===== src/rtl/div32b_iter_if.sv =====
// Handshake bundle for the iterative divider: operand request, result response, and flush.
interface div32b_iter_if #(parameter int WIDTH = 32);
  logic             in_valid;
  logic             in_ready;
  logic [WIDTH-1:0] op_a;
  logic [WIDTH-1:0] op_b;
  logic             op_signed;
  logic             op_rem;
  logic             kill;
  logic             out_valid;
  logic             out_ready;
  logic [WIDTH-1:0] result;

  modport master (
    output in_valid, op_a, op_b, op_signed, op_rem, kill, out_ready,
    input  in_ready, out_valid, result
  );

  modport slave (
    input  in_valid, op_a, op_b, op_signed, op_rem, kill, out_ready,
    output in_ready, out_valid, result
  );
endinterface


===== src/rtl/div32b_iter.sv =====
// Radix-2 restoring divider with RISC-V DIV/DIVU/REM/REMU semantics, one quotient bit per cycle.
module div32b_iter #(
  parameter int WIDTH = 32
) (
  input  logic         clk,
  input  logic         rst,
  div32b_iter_if.slave bus
);
  localparam int CW = $clog2(WIDTH);
  localparam logic [WIDTH-1:0] MIN_NEG = {1'b1, {(WIDTH-1){1'b0}}};

  typedef enum logic [1:0] {S_IDLE, S_DIV, S_FIXUP, S_DONE} state_t;

  state_t           r_state, w_state_nxt;
  logic [WIDTH-1:0] r_q, r_b, r_result;
  logic [WIDTH:0]   r_r;
  logic [CW-1:0]    r_cnt;
  logic             r_neg_q, r_neg_r, r_op_rem, r_out_valid;

  logic             w_accept, w_b_zero, w_ovf;
  logic [WIDTH-1:0] w_a_mag, w_b_mag;
  logic [WIDTH:0]   w_rs, w_t;

  assign w_b_zero = (bus.op_b == '0);
  assign w_ovf    = bus.op_signed && (bus.op_a == MIN_NEG) && (bus.op_b == '1);
  assign w_a_mag  = (bus.op_signed && bus.op_a[WIDTH-1]) ? -bus.op_a : bus.op_a;
  assign w_b_mag  = (bus.op_signed && bus.op_b[WIDTH-1]) ? -bus.op_b : bus.op_b;

  // Shift in the next dividend bit, then trial-subtract; a borrow means restore.
  assign w_rs = {r_r[WIDTH-1:0], r_q[WIDTH-1]};
  assign w_t  = w_rs - {1'b0, r_b};

  always_comb begin
    w_state_nxt = r_state;
    w_accept    = 1'b0;
    case (r_state)
      S_IDLE: if (bus.in_valid && !bus.kill) begin
        w_accept    = 1'b1;
        w_state_nxt = (w_b_zero || w_ovf) ? S_DONE : S_DIV;
      end
      S_DIV:   if (r_cnt == '0) w_state_nxt = S_FIXUP;
      S_FIXUP: w_state_nxt = S_DONE;
      S_DONE:  if (bus.out_ready) w_state_nxt = S_IDLE;
      default: w_state_nxt = S_IDLE;
    endcase
    if (bus.kill) w_state_nxt = S_IDLE;
  end

  always_ff @(posedge clk or posedge rst) begin
    if (rst) r_state <= S_IDLE;
    else     r_state <= w_state_nxt;
  end

  always_ff @(posedge clk or posedge rst) begin
    if (rst) begin
      r_q         <= '0;
      r_b         <= '0;
      r_r         <= '0;
      r_cnt       <= '0;
      r_neg_q     <= 1'b0;
      r_neg_r     <= 1'b0;
      r_op_rem    <= 1'b0;
      r_result    <= '0;
      r_out_valid <= 1'b0;
    end else begin
      r_out_valid <= (w_state_nxt == S_DONE);
      case (r_state)
        S_IDLE: if (w_accept) begin
          r_q      <= w_a_mag;
          r_b      <= w_b_mag;
          r_r      <= '0;
          r_cnt    <= CW'(WIDTH-1);
          r_neg_q  <= bus.op_signed & (bus.op_a[WIDTH-1] ^ bus.op_b[WIDTH-1]);
          r_neg_r  <= bus.op_signed & bus.op_a[WIDTH-1];
          r_op_rem <= bus.op_rem;
          // Special cases skip the iteration and land their result directly.
          if (w_b_zero)  r_result <= bus.op_rem ? bus.op_a : '1;
          else if (w_ovf) r_result <= bus.op_rem ? '0 : MIN_NEG;
        end
        S_DIV: begin
          r_r   <= w_t[WIDTH] ? w_rs : w_t;
          r_q   <= {r_q[WIDTH-2:0], ~w_t[WIDTH]};
          r_cnt <= r_cnt - 1'b1;
        end
        S_FIXUP: if (!bus.kill) begin
          if (r_op_rem) r_result <= r_neg_r ? -r_r[WIDTH-1:0] : r_r[WIDTH-1:0];
          else          r_result <= r_neg_q ? -r_q : r_q;
        end
        default: ;
      endcase
    end
  end

  assign bus.in_ready  = (r_state == S_IDLE);
  assign bus.out_valid = r_out_valid;
  assign bus.result    = r_result;
endmodule


===== src/flat_wrapper.sv =====
// flat-port wrapper written by rule: the top's interface ports become plain ports
module div32b_iter_flat 
#(
  parameter int WIDTH = 32
)
  (clk, rst, bus_in_valid, bus_op_a, bus_op_b, bus_op_signed, bus_op_rem, bus_kill, bus_out_ready, bus_in_ready, bus_out_valid, bus_result);
  div32b_iter_if #(.WIDTH(WIDTH)) bus_i ();
  input  logic clk;
  input  logic rst;
  input wire logic [$bits(bus_i.in_valid)-1:0] bus_in_valid;
  input wire logic [$bits(bus_i.op_a)-1:0] bus_op_a;
  input wire logic [$bits(bus_i.op_b)-1:0] bus_op_b;
  input wire logic [$bits(bus_i.op_signed)-1:0] bus_op_signed;
  input wire logic [$bits(bus_i.op_rem)-1:0] bus_op_rem;
  input wire logic [$bits(bus_i.kill)-1:0] bus_kill;
  input wire logic [$bits(bus_i.out_ready)-1:0] bus_out_ready;
  output wire logic [$bits(bus_i.in_ready)-1:0] bus_in_ready;
  output wire logic [$bits(bus_i.out_valid)-1:0] bus_out_valid;
  output wire logic [$bits(bus_i.result)-1:0] bus_result;
  assign bus_i.in_valid = bus_in_valid;
  assign bus_i.op_a = bus_op_a;
  assign bus_i.op_b = bus_op_b;
  assign bus_i.op_signed = bus_op_signed;
  assign bus_i.op_rem = bus_op_rem;
  assign bus_i.kill = bus_kill;
  assign bus_i.out_ready = bus_out_ready;
  assign bus_in_ready = bus_i.in_ready;
  assign bus_out_valid = bus_i.out_valid;
  assign bus_result = bus_i.result;
  div32b_iter #(.WIDTH(WIDTH)) u_core (.clk(clk), .rst(rst), .bus(bus_i));
endmodule

===== config.mk =====
export PLATFORM = sky130hd
export DESIGN_NAME = div32b_iter_flat
export DESIGN_NICKNAME = d
export VERILOG_FILES = /design/src/rtl/div32b_iter_if.sv /design/src/rtl/div32b_iter.sv /design/src/flat_wrapper.sv
export SDC_FILE = /design/constraint.sdc
export NUM_CORES = 1
export LEC_CHECK = 0
export BUFFER_PORTS_ARGS = -buffer_cell sky130_fd_sc_hd__clkbuf_2
export CAP_MARGIN = 10
export CORE_ASPECT_RATIO = 1.5
export CORE_MARGIN = 5
export CORE_UTILIZATION = 40
export DETAILED_ROUTE_END_ITERATION = 6
export PLACE_DENSITY = 0.71
export SYNTH_ARGS = -nofsm -noshare
export SYNTH_HDL_FRONTEND = slang
export SYNTH_SLANG_ARGS = --single-unit

===== constraint.sdc =====
create_clock -name clk -period 3.8 [get_ports clk]
set_clock_uncertainty 0.05 [all_clocks]
set_input_delay 0 -clock clk [delete_from_list [all_inputs] [get_ports clk]]
set_output_delay 0 -clock clk [all_outputs]
set_load 0.02 [all_outputs]

* Word-level counts from Yosys, hierarchy flattened
Index checks and enable logic that the tools add are counted.
Word-level totals: bits in registers 139, input bits 71, output and inout bits 34, word-level logic and storage cells 71
Cells by class: add/subtract/negate cells 6, equality and inequality tests 9, multiplexer cells 27, bitwise gates (word level) 4, reductions and logical operators 15
Operators with widths (count):
- 2-to-1 mux 32 bit | 14
- case mux 32 bit (2 select lines) | 3
- negator 32 bit | 4
- equality test 32 bit (second input constant) | 2
- subtractor 33 x 32 -> 33 bit | 1
- logical NOT 32 bit | 1
- 2-to-1 mux 2 bit | 5
- case mux 5 bit (2 select lines) | 1
- case mux 2 bit (4 select lines) | 1
- equality test 2 bit (second input constant) | 3
- logical AND 1 bit | 5
- logical NOT 5 bit | 1
- 2-to-1 mux 5 bit | 1
- subtractor 5 x 1 -> 5 bit (second input constant) | 1
- AND reduction 2 bit | 2
- AND reduction 4 bit | 1
- nonzero test 2 bit | 2
- != test 3 x 1 -> 1 bit (second input constant) | 1
- bitwise AND 1 bit | 2
- equality test 2 x 1 -> 1 bit (second input constant) | 1
- logical NOT 2 bit | 1
- 2-to-1 mux 1 bit | 2
- != test 2 x 1 -> 1 bit (second input constant) | 1
- != test 2 bit (second input constant) | 1
- other kinds (4) | 4

* Longest topological paths before layout
depth in word-level cells 9, gate-level depth with buffers 13, depth with buffers taken out 12

* Worst setup path before layout
No wires, ideal clock.
path kind reg-to-reg, from reg u_core.r_q[31], to reg u_core.r_r[0], library setup time 0.083 ns, arrival 3.193 ns, setup slack 0.474 ns, stages on the path, launching flop included 14, path through dfrtp_1 > inv_1 > ha_1 > fa_1 > nand2b_1 > a21oi_1 > o21ai_0 > o21a_1 > nor4_1 > nor3_1 > nor3_1 > buf_2 > mux2_2 > o21ai_0
On the way: word-level cells in the longest chain between the ends 3
Ends and longest elaborated chain:
- start: declaration | RTL line div32b_iter.sv:15 | logic [WIDTH-1:0] r_q, r_b, r_result;
- start signal: assignment | RTL line div32b_iter.sv:69 | r_q <= w_a_mag;
- start signal: assignment | RTL line div32b_iter.sv:82 | r_q <= {r_q[WIDTH-2:0], ~w_t[WIDTH]};
- subtractor 33 x 32 -> 33 bit | RTL line div32b_iter.sv:31 | assign w_t = w_rs - {1'b0, r_b};
- 2-to-1 mux 32 bit * | RTL line div32b_iter.sv:81 | r_r <= w_t[WIDTH] ? w_rs : w_t;
- case mux 32 bit (2 select lines) * | RTL line div32b_iter.sv:67 | case (r_state)
- end signal: assignment | RTL line div32b_iter.sv:81
- end: declaration | RTL line div32b_iter.sv:16 | logic [WIDTH:0] r_r;
Mark *: on every way between the ends. The rest lies on a longest branch, timed or not. A chain may end at the register's enable or synchronous reset.

* Worst setup path in the final report
from in bus_op_a[0], to reg u_core.r_state[1]
On the way: word-level cells in the longest chain between the ends 8
Ends and longest elaborated chain:
- start: declaration | RTL line flat_wrapper.sv:11 | input wire logic [$bits(bus_i.op_a)-1:0] bus_op_a;
- equality test 32 bit | RTL line div32b_iter.sv:25 | assign w_ovf = bus.op_signed && (bus.op_a == MIN_NEG) && (bus.op_b == '1);
- logical AND 1 bit (2 in series) | RTL line div32b_iter.sv:25
- logical OR 1 bit | RTL line div32b_iter.sv:39 | w_state_nxt = (w_b_zero || w_ovf) ? S_DONE : S_DIV;
- 2-to-1 mux 2 bit | RTL line div32b_iter.sv:39
- 2-to-1 mux 2 bit | RTL line div32b_iter.sv:37 | S_IDLE: if (bus.in_valid && !bus.kill) begin
- case mux 2 bit (4 select lines) | RTL line div32b_iter.sv:36 | case (r_state)
- 2-to-1 mux 2 bit | RTL line div32b_iter.sv:46 | if (bus.kill) w_state_nxt = S_IDLE;
- net u_core.w_state_nxt[1] | RTL line div32b_iter.sv:14 | state_t r_state, w_state_nxt;
- end signal: assignment | RTL line div32b_iter.sv:51 | else r_state <= w_state_nxt;
- end: declaration | RTL line div32b_iter.sv:14
The timed path passes the listed nets, and every way through them passes these cells.

==> results.py <==
metrics = {
    "outcome": {
        "outcome": "complete, no violations",
    },
    "timing": {
        "setup_viol": 0,
        "setup_tns_ns": 0,
        "relSlewSlack": 0.373,
        "fin_crit_sh": 0.959,
        "tightest_slew_ns": 0.941,
        "setup_slack_ns": 0.158,
        "final_max_slew_viol_count": 0,
        "rsz0062_at_grt": "true",
        "holdWs_ns": 0.156,
        "hold_viol_final": 0,
        "min_period_ns": 3.64,
        "fmax_ghz": 0.275,
    },
    "clock_tree": {
        "cts_max_level": 4,
        "worstSkewPairLatency_ns": 0.44,
        "cts_tree": "done",
        "cts_sinks": 139,
        "clockBufferDepth": 2,
        "path_clk_slew_ns": 0.06,
        "numCtsBuffers": 17,
        "cts_root_buffer": "clkbuf_16",
        "post_cts_buffers": 0,
    },
    "logic_synthesis": {
        "ys_seq_elements": 139,
        "yosys.area.top_type": "dfrtp_1",
        "syn-instance-count": 1292,
        "synth.area.top_cells": "dfrtp_1, o21ai_0, xnor2_1",
        "ys.flop_type": "dfrtp_1",
        "mappedNetlistNets": 1402,
        "synth_edf_count": 0,
        "yosysWarnings": 0,
        "synth_area_mm2": 0.0106,
        "avgSynthCellArea_um2": 8.19,
        "async_reset_ff_frac": 1.00,
        "ys_types": 68,
        "ys_seq_area_frac": 0.329,
        "yosysTopAreaCellShare": 0.329,
    },
    "floorplan": {
        "dieArea_mm2": 0.0299,
        "ios": 105,
        "rows": 73,
        "die_x_um": 143,
        "start_util": 0.402,
        "core-area_mm2": 0.0263,
        "die_h_um": 209,
    },
    "power_and_ir_drop": {
        "ir_drop_mv": 0.405,
        "finalPower_w": 0.00881,
        "power_density_mw_per_mm2": 684,
        "leakagePower_nw": 5.48,
    },
    "setup_path": {
        "r2r_end": "u_core.r_r[0]",
        "crit_fanout": 6,
        "cp-start-kind": "input pin",
        "path_class": "in -> reg",
        "r2r_cells": 13,
        "cp-end-kind": "flip-flop",
        "r2r_slack_ns": 0.31,
        "crit_arrival_ns": 3.96,
        "required_ns": 4.12,
        "r2r_start": "u_core.r_q[31]",
    },
    "finish": {
        "final_cell_area_mm2": 0.0129,
        "drive_gt1_frac": 0.123,
        "final_cell_mix": "o21ai_0, nand2_1, dfrtp_1",
        "area_delta_synth_final_pct": 21.8,
        "multi_input_area_mm2": 0.00667,
        "antennaDiodeCount": 0,
        "final_common_cell": "o21ai_0",
        "regArea_mm2": 0.00348,
        "nFillCells": 2528,
        "nets": 1553,
    },
    "drt": {
        "first_pass_iters": 5,
        "drtIter0Drc": 889,
        "wl_mm": 31.1,
        "dr_wl_met2_mm": 15.8,
        "drtAntennaViolNets": 0,
        "drcViolationCount": 0,
        "top_layer": "met4",
        "wl_per_cell_um": 17.4,
        "route.met3.wl_mm": 1.35,
        "vias_per_cell": 5.63,
        "vias": 10100,
        "wirelength_met1_mm": 12.6,
    },
    "min_path": {
        "hold_class": "in -> async",
    },
    "placed_design": {
        "detailedPlacementHpwl_mm": 22.8,
        "placed_cell_area_mm2": 0.0114,
        "place_worst_setup_slack_ns": 0.314,
        "port_buffers": 104,
        "gp_congestion": 0.898,
    },
    "grt": {
        "grt_use_total": 0.209,
        "grt_pass1_wl_mm": 50.8,
        "gr-total-overflow": 0,
        "grt_pass1_vias": 10200,
        "antenna_found_initial": 0,
        "grt_max_degree": 98,
    },
    "run": {
        "maxCapViolations": 0,
    },
}
==> report_power, final <==
group	internal (W)	switching, W	leakage, nW
sequential	0.00191	0.000591	1.77
combinational	0.00199	0.00253	3.40
clock	0.00112	0.000680	0.304
==> state kept, by name (all words and copies together) (netlist names) <==
name and flops:
u_core.r_op_rem 1, u_core.r_b 32, u_core.r_neg_q 1, u_core.r_r 32
u_core.r_cnt 5, u_core.r_neg_r 1, u_core.bus.result 32, u_core.r_q 32
u_core.r_state 2, u_core.bus.out_valid 1
==> metrics by stage <==
step | instances | util
6_report | 1793 | 0.490
5_1_grt | 1793 | 0.490
4_1_cts | 1792 | 0.489
3_5_place_dp | 1681 | 0.434
3_3_place_gp | 1681 | 0.434
2_1_floorplan | 1292 | -
==> cell usage after synthesis, drive strengths merged, types with 15 or more instances <==
cell type and number:
o21ai 178, nand2 149, dfrtp 139, xnor2 78
a21oi 70, nor2 68, xor2 68, clkbuf 59
inv 52, ha 38, a22oi 37, nand2b 32
o31ai 30, mux2i 27, nand3 27, nor3 25
a211oi 16, or3 16, o22ai 15, o41ai 15
==> worst max-delay path: stages <==
cell,delay (ns)
dlygate4sd3_1,0.54
clkbuf_2,0.17
inv_1,0.09
ha_1,0.16
or3b_1,0.40
or4_4,0.46
or4_4,0.56
nor2_1,0.19
nand2_1,0.16
o21ai_2,0.23
nor2_1,0.08
nor4_2,0.31
dlygate4sd3_1,0.61
==> worst max-delay path by stage <==
stage	slack, ns	from	cells past startpoint	end
3_5_place_dp	0.31	u_core.r_q[31]	13	u_core.r_r[0]
3_3_place_gp	0.38	u_core.r_q[31]	13	u_core.r_r[1]
5_1_grt	-0.02	bus_op_a[0]	13	u_core.r_state[1]
2_1_floorplan	0.03	rst	1	u_core.bus.out_valid
6_report	0.16	bus_op_a[0]	13	u_core.r_state[1]
4_1_cts	0.17	bus_op_a[0]	13	u_core.r_state[1]
==> what timing repair did <==
action,4_1_cts,5_1_grt
resized for setup,0,2
hold endpoints to repair,152,0
hold buffers,79,0
setup endpoints to repair,0,3
==> final cells by class <==
cell class,instances,share of cell area
Tap cell,337,0.0327
Clock inverter,13,0.0147
Multi-Input combinational cell,1032,0.517
Clock buffer,19,0.0344
Sequential cell,139,0.270
Inverter,52,0.0155
Timing Repair Buffer,201,0.115
==> layer usage <==
metal,up-vias,global-route usage
li1,4968,-
met4,0,0.100
met2,332,0.364
met1,4712,0.249
met3,85,0.0332
met5,-,0
==> cell families (layout without fill, tap and decap cells) <==
| family | count (synthesis) | count (layout) | share of synthesized area |
|---|---|---|---|
| AOI/OAI and AO/OA | 424 | 424 | 0.246 |
| xor gates and xnor gates | 146 | 146 | 0.121 |
| adders and majority gates | 39 | 39 | 0.0468 |
| buffers and inverters | 121 | 285 | 0.0448 |
| DFF | 139 | 139 | 0.329 |
| muxes | 29 | 29 | 0.0277 |
| and+or+nand+nor | 394 | 394 | 0.185 |
(Power assumes the default switching activity.)
